## src/rtl/execute_multicycle_ctrl.sv

```systemverilog
// Issue/complete controller shared by the multi-cycle execute units: start pulse,
// wait for ready, capture and hold the result, drain cleared ops, watchdog abort.
module execute_multicycle_ctrl #(
  parameter  int NUM_UNITS = 4,
  parameter  int XLEN      = 32,
  parameter  int TIMEOUT   = 64,
  localparam int UW        = $clog2(NUM_UNITS),
  localparam int CW        = (TIMEOUT > 0) ? $clog2(TIMEOUT + 1) : 1
) (
  input  logic                      clock,
  input  logic                      reset,
  input  logic                      issue_valid,
  input  logic [UW-1:0]             issue_unit,
  input  logic                      clear,
  input  logic                      hold,
  input  logic [NUM_UNITS-1:0]      unit_ready,
  input  logic [NUM_UNITS*XLEN-1:0] unit_result,
  output logic [NUM_UNITS-1:0]      unit_enable,
  output logic                      stall,
  output logic                      result_valid,
  output logic [XLEN-1:0]           result,
  output logic                      timeout
);

  typedef enum logic [1:0] {IDLE, BUSY, DRAIN, DONE} state_t;

  localparam logic [CW-1:0] CNT_LAST = (TIMEOUT > 0) ? CW'(TIMEOUT - 1) : '0;

  state_t          state;
  logic [UW-1:0]   cur;
  logic [CW-1:0]   cnt;
  logic            unit_ok;
  logic            acc;
  logic            cur_ready;
  logic [XLEN-1:0] cur_result;
  logic            wd_hit;
  logic            abort;
  logic            stall_c;

  assign unit_ok    = {1'b0, issue_unit} < (UW + 1)'(NUM_UNITS);
  assign acc        = issue_valid & ~clear & unit_ok &
                      ((state == IDLE) | ((state == DONE) & ~hold));
  assign cur_ready  = unit_ready[cur];
  assign cur_result = unit_result[cur * XLEN +: XLEN];

  // cnt keeps counting across a clear into DRAIN, so it can sit one past the
  // limit; >= makes that case still terminate.
  assign wd_hit = (TIMEOUT > 0) && (cnt >= CNT_LAST);
  assign abort  = ~cur_ready & wd_hit &
                  (((state == BUSY) & ~clear) | (state == DRAIN));

  always_comb begin
    stall_c = 1'b0;
    case (state)
      IDLE:    stall_c = acc;
      BUSY:    stall_c = ~clear & ~cur_ready;
      DRAIN:   stall_c = issue_valid;
      DONE:    stall_c = issue_valid & hold;
      default: stall_c = 1'b0;
    endcase
  end

  // Combinational outputs are masked by reset so everything reads 0 while it is held.
  assign unit_enable  = (reset & acc) ? (NUM_UNITS'(1) << issue_unit) : '0;
  assign stall        = reset & stall_c;
  assign timeout      = reset & abort;
  assign result_valid = (state == DONE);

  always_ff @(posedge clock or negedge reset) begin
    if (!reset) begin
      state  <= IDLE;
      cur    <= '0;
      cnt    <= '0;
      result <= '0;
    end else begin
      if (acc) begin
        cur <= issue_unit;
        cnt <= '0;
      end
      case (state)
        IDLE: begin
          if (acc) state <= BUSY;
        end
        BUSY: begin
          if (clear) begin
            state <= DRAIN;
            cnt   <= cnt + 1'b1;
          end else if (cur_ready) begin
            result <= cur_result;
            state  <= DONE;
          end else if (abort) begin
            state <= IDLE;
          end else begin
            cnt <= cnt + 1'b1;
          end
        end
        DRAIN: begin
          if (cur_ready || abort) state <= IDLE;
          else                    cnt   <= cnt + 1'b1;
        end
        DONE: begin
          if (clear)      state <= IDLE;
          else if (!hold) state <= acc ? BUSY : IDLE;
        end
        default: state <= IDLE;
      endcase
    end
  end

endmodule

```

## config.mk

```make
export PLATFORM = sky130hd
export DESIGN_NAME = execute_multicycle_ctrl
export DESIGN_NICKNAME = d
export VERILOG_FILES = /design/src/rtl/execute_multicycle_ctrl.sv
export SDC_FILE = /design/constraint.sdc
export NUM_CORES = 1
export LEC_CHECK = 0
export CAP_MARGIN = 20
export CORE_MARGIN = 4
export CORE_UTILIZATION = 25
export CTS_CLUSTER_DIAMETER = 100
export DETAILED_ROUTE_END_ITERATION = 10
export SKIP_CTS_REPAIR_TIMING = 1
export SYNTH_ARGS = -nofsm -noshare
export SYNTH_HDL_FRONTEND = slang
export SYNTH_SLANG_ARGS = --single-unit
```

## constraint.sdc

```tcl
create_clock -name clock -period 5.6 [get_ports clock]
set_input_delay 0.84 -clock clock [delete_from_list [all_inputs] [get_ports clock]]
set_output_delay 0.84 -clock clock [all_outputs]
set_load 0.01 [all_outputs]
```

; ---- After elaboration in Yosys (flattened, before gate mapping)
; Cells that the tools add are included.
[op_classes]
addsub = 1
multipliers = 0
div_mod_pow = 0
n_lt_le_gt_ge = 2
eq_ne = 7
shift = 2
muxes = 19
n_bitwise = 16
n_reduce_logical = 4
[op_table]
columns = op, n
row1 = 128-bit by 8-bit indexed part select with 32-bit output, 1
row2 = 7-bit 2-to-1 mux, 5
row3 = 2-bit 2-to-1 mux, 7
row4 = 7-bit one-hot mux with 2 select lines, 1
row5 = 1-bit AND, 11
row6 = 2-bit one-hot mux with 4 select lines, 1
row7 = 7-bit by 1-bit adder with 7-bit output (second input constant), 1
row8 = 7-bit by 6-bit >= comparator with 1-bit output (second input constant), 1
row9 = 2-bit == test (second input constant), 2
row10 = 4-bit 2-to-1 mux, 1
row11 = 4-bit != test (second input constant), 1
row12 = 1-bit one-hot mux with 4 select lines, 1
row13 = 4-bit AND reduction, 1
row14 = 1-bit by 2-bit << shifter with 4-bit output (first input constant), 1
row15 = 2-bit by 3-bit less-than comparator with 1-bit output (second input constant), 1
row16 = 3-bit != test (second input constant), 1
row17 = 1-bit NOT, 3
row18 = 3-bit AND reduction, 1
row19 = 1-bit binary-select mux with 2-bit select, 1
row20 = 2-bit by 1-bit == test with 1-bit output (second input constant), 1
row21 = 2-bit logical NOT, 1
row22 = 1-bit 2-to-1 mux, 2
row23 = 2-bit by 1-bit != test with 1-bit output (second input constant), 1
row24 = 2-bit != test (second input constant), 1
row25 = other kinds (2), 3
[totals]
register_bits = 43
latch_bits = 0
mem_bits_rw = 0
mem_bits_ro = 0
output_inout_bits = 39
n_memories = 0

; ---- Depth between registers and ports, before layout
[depth]
word_depth = 9
ltp_mapped = 9
depth_no_buf = 8

; ---- Worst setup path after synthesis
; No wires, ideal clock.
[synth_timing]
path_type = input to output
startpoint = input port unit_ready[3]
endpoint = output port stall
arrival_ns = 1.886
path_slack_ns = 2.874
path_stages = 4
n_path_buf = 0
path_cell_list = mux4_2 > inv_2 > a221oi_1 > a211oi_1
[synth_between]
elab_chain_len = 6
[synth_rtl]
columns = item, line_no
row1 = start: declaration, 16  ; input logic [NUM_UNITS-1:0] unit_ready,
row2 = 1-bit binary-select mux with 2-bit select, 43  ; assign cur_ready = unit_ready[cur];
row3 = 1-bit 2-to-1 mux (implied by the code), 43
row4 = 1-bit NOT, 56  ; BUSY: stall_c = ~clear & ~cur_ready;
row5 = 1-bit AND, 56
row6 = 1-bit one-hot mux with 4 select lines, 54  ; case (state)
row7 = 1-bit AND, 65  ; assign stall = reset & stall_c;
row8 = end: declaration, 19  ; output logic stall,
; No other way between the ends. The select of a mux whose other input is x is not followed.

; ---- Worst setup path in the final report
[layout_timing]
startpoint = input port unit_ready[0]
endpoint = output port stall
; The elaborated chain is that of the path after synthesis.

==> run_results.csv <==
group,metric,value,unit
yosys,async_flop_share,100.0,%
sta,period_share,66.43,%
yosys,synth_most_common_cell,"dfrtp_1",
grt,track_usage,13.75,%
sta,fin_crit,3720,ps
cts,clock_sinks,43,
floorplanning,num_rows,38,
floorplanning,core_area,11030,sq um
sta,rsz0062_at_grt,"no",
drt,viasPerCell,4.905,
drt,drt.antenna.violating_nets,0,
floorplanning,ios,178,
yosys,synth_common_cells,"dfrtp_1 (43), mux4_2 (33), mux2_2 (32)",
cts,clockRootBuffer,"clkbuf_16",
grt,grt_pass1_wl,14370,um
yosys,synth_area_per_cell,12.46,sq um
final_layout,seqCellArea,1079,sq um
pwr,p_total,2.024,mW
yosys,yosysWarnings,0,
setup_path,critPathRequiredTime,4760,ps
sta,timing.fmax,268.8,MHz
sta,fin_setup_tns,0,ps
drt,wl_per_cell,17.61,um
drt,wirelength,9597,um
grt,grt_overflow,0,
yosys,ys_ff_latch,43,
pwr,leakage,1.877,nW
grt,grt_max_degree,41,
yosys,synth_top_area_share,37.39,%
cts,clock_path_buffers,2,
yosys,netlist_area,2878,sq um
sta,max-slew-margin-rel,46.42,%
run,maxCapViolCount,0,
drt,first_pass_iters,4,
floorplanning,initial_core_util,26.09,%
drt,vias,2673,
yosys,syn-num-nets,376,
pwr,swShare,35.21,%
cts,cts.reportedPaths.clkPinSlew,60,ps
hold_path,hold_path.class,"input port to asynchronous set/reset pin",
pwr,p_int,1.311,mW
sta,fin_skew,3.958,ps
cts,clock_latency,280,ps
outcome,status,"finished, final reports clean",
sta,worstMarginPinSlew,800.9,ps
sta,hold_ws,378.6,ps
yosys,synth_top_flop_cell,"dfrtp_1",
sta,setup_viol,0,
final_layout,drive_above_1_share,20.49,%
final_layout,fill_cells,1062,
grt,grt_pass1_vias,2903,
drt,drc_errors,0,
final_layout,multi_input_area,1707,sq um
yosys,ys_top_cells_by_area,"dfrtp_1 (37%), mux4_2 (26%), mux2_2 (13%)",
sta,setup_ws,1880,ps
pwr,clkPwrFrac,13.8,%
cts,cts_tree,"done",
final_layout,layout.nets,549,
drt,first_iter_violations,88,
setup_path,end_kind,"primary output",
floorplanning,die_h,115.3,um
cts,cts_max_level,2,
placed_design,preCtsSetupSlack,1891,ps
floorplanning,dieArea,13290,sq um
placed_design,gp_congestion,0.8528,
sta,hold_violations,0,
placed_design,place.port_buffers,177,
setup_path,arrival,2880,ps
final_layout,diodes,0,
grt,grt_antenna_before_repair,0,
yosys,synth_top_area_cell,"dfrtp_1",
setup_path,cp_max_fo,5,
yosys,synth_cell_types,35,
placed_design,dp_cells,537,
yosys,syn_inst,231,
final_layout,syn2layout_area_growth,71.13,%
yosys,ys_seq_area_share,37.39,%
pwr,p_per_area,410.9,nW/um^2
pwr,switchingPower,0.7125,mW
sta,drv_slew,0,
setup_path,startpoint_type,"input port",
pwr,power_frac_seq,26.1,%
pwr,power_frac_comb,60.1,%
final_layout,final_cells,545,
setup_path,crit_type,"input port to primary output",
pwr,peakVddDrop,0.2167,mV
placed_design,place_hpwl,7732,um
cts,numCtsBuffers,5,
floorplanning,fp.dieW,115.3,um
yosys,synth-edff-count,0,
[cell type report]
cell class,count,share of cell area (%)
inverters,9,0.6860
flip-flops and latches,43,21.90
repair buffers,180,36.33
clock buffers,6,2.617
clock inverters,2,0.2541
well taps,140,3.557
multi-input cells,165,34.65
[per-layer routing]
| layer | routed length [um] | part of all wire, % | vias up | track usage, % |
|---|---|---|---|---|
| met5 | 0 | 0 | - | 0 |
| met4 | 108 | 1.1 | 0 | 3.052 |
| met3 | 860 | 9.0 | 10 | 3.895 |
| met2 | 4903 | 51 | 123 | 24.96 |
| met1 | 3725 | 39 | 1300 | 16.07 |
| li1 | - | - | 1240 | - |
[path summary, 6_finish.rpt]
check / startpoint / end / slack (ps) / cells past startpoint
worst max-delay path: unit_ready[0] / stall / 1880 / 6
min in group clock: result[19] / result[19] / 500 / 1
worst min-delay path: reset / cnt[2] / 380 / 1
worst min register to register: result[19] / result[19] / 500 / 1
max in group asynchronous: reset / result[6] / 4500 / 2
worst max register to register: state[1] / cnt[2] / 3190 / 8
[through the flow]
step	area [sq um]	util (%)
4_1_cts	4925	44.65
6_report	4925	44.65
2_1_floorplan	2878	-
5_1_grt	4925	44.65
3_5_place_dp	4783	43.36
3_3_place_gp	4783	43.36
[registers in the layout, indices dropped and copies added, names as in the netlist]
| register | count |
|---|---|
| result | 32 |
| state | 2 |
| cnt | 7 |
| cur | 2 |
[cell families after synthesis]
kind of cell | count (synthesis) | share of synthesized area (%)
simple gates | 49 | 7.870
fa+ha+maj | 6 | 2.609
compound gates | 44 | 10.00
flops | 43 | 37.39
buf+inv | 23 | 3.391
mux | 66 | 38.74
[power by group through the flow]
stage	Clock (mW)	Combinational [mW]	Sequential (mW)
floorplan	0	0.666	0.579
global placement	0	1.23	0.529
detailed placement	0	1.24	0.536
CTS	0.292	1.24	0.531
global route	0.305	1.32	0.551
finish	0.280	1.22	0.528
[placed cells by master, fill, tap and decap left out, types with 4 or more instances in the layout]
cell type        count
nor3_1               4
clkbuf_16            5
mux2_2              32
o211ai_1             4
ha_1                 6
o21ai_1              8
nand2_1             17
nand3_1              7
mux4_2              33
nor2_1              10
inv_1                8
o21ai_0              6
a21oi_1             12
dfrtp_1             41
clkdlybuf4s50_1    176
[critical path: stages]
cell and delay [ps]:
clkdlybuf4s50_1 430, mux4_2 590, inv_2 110, a221oi_1 80, a211oi_1 260, clkdlybuf4s50_1 580
Power figures use the tool's default switching activity.
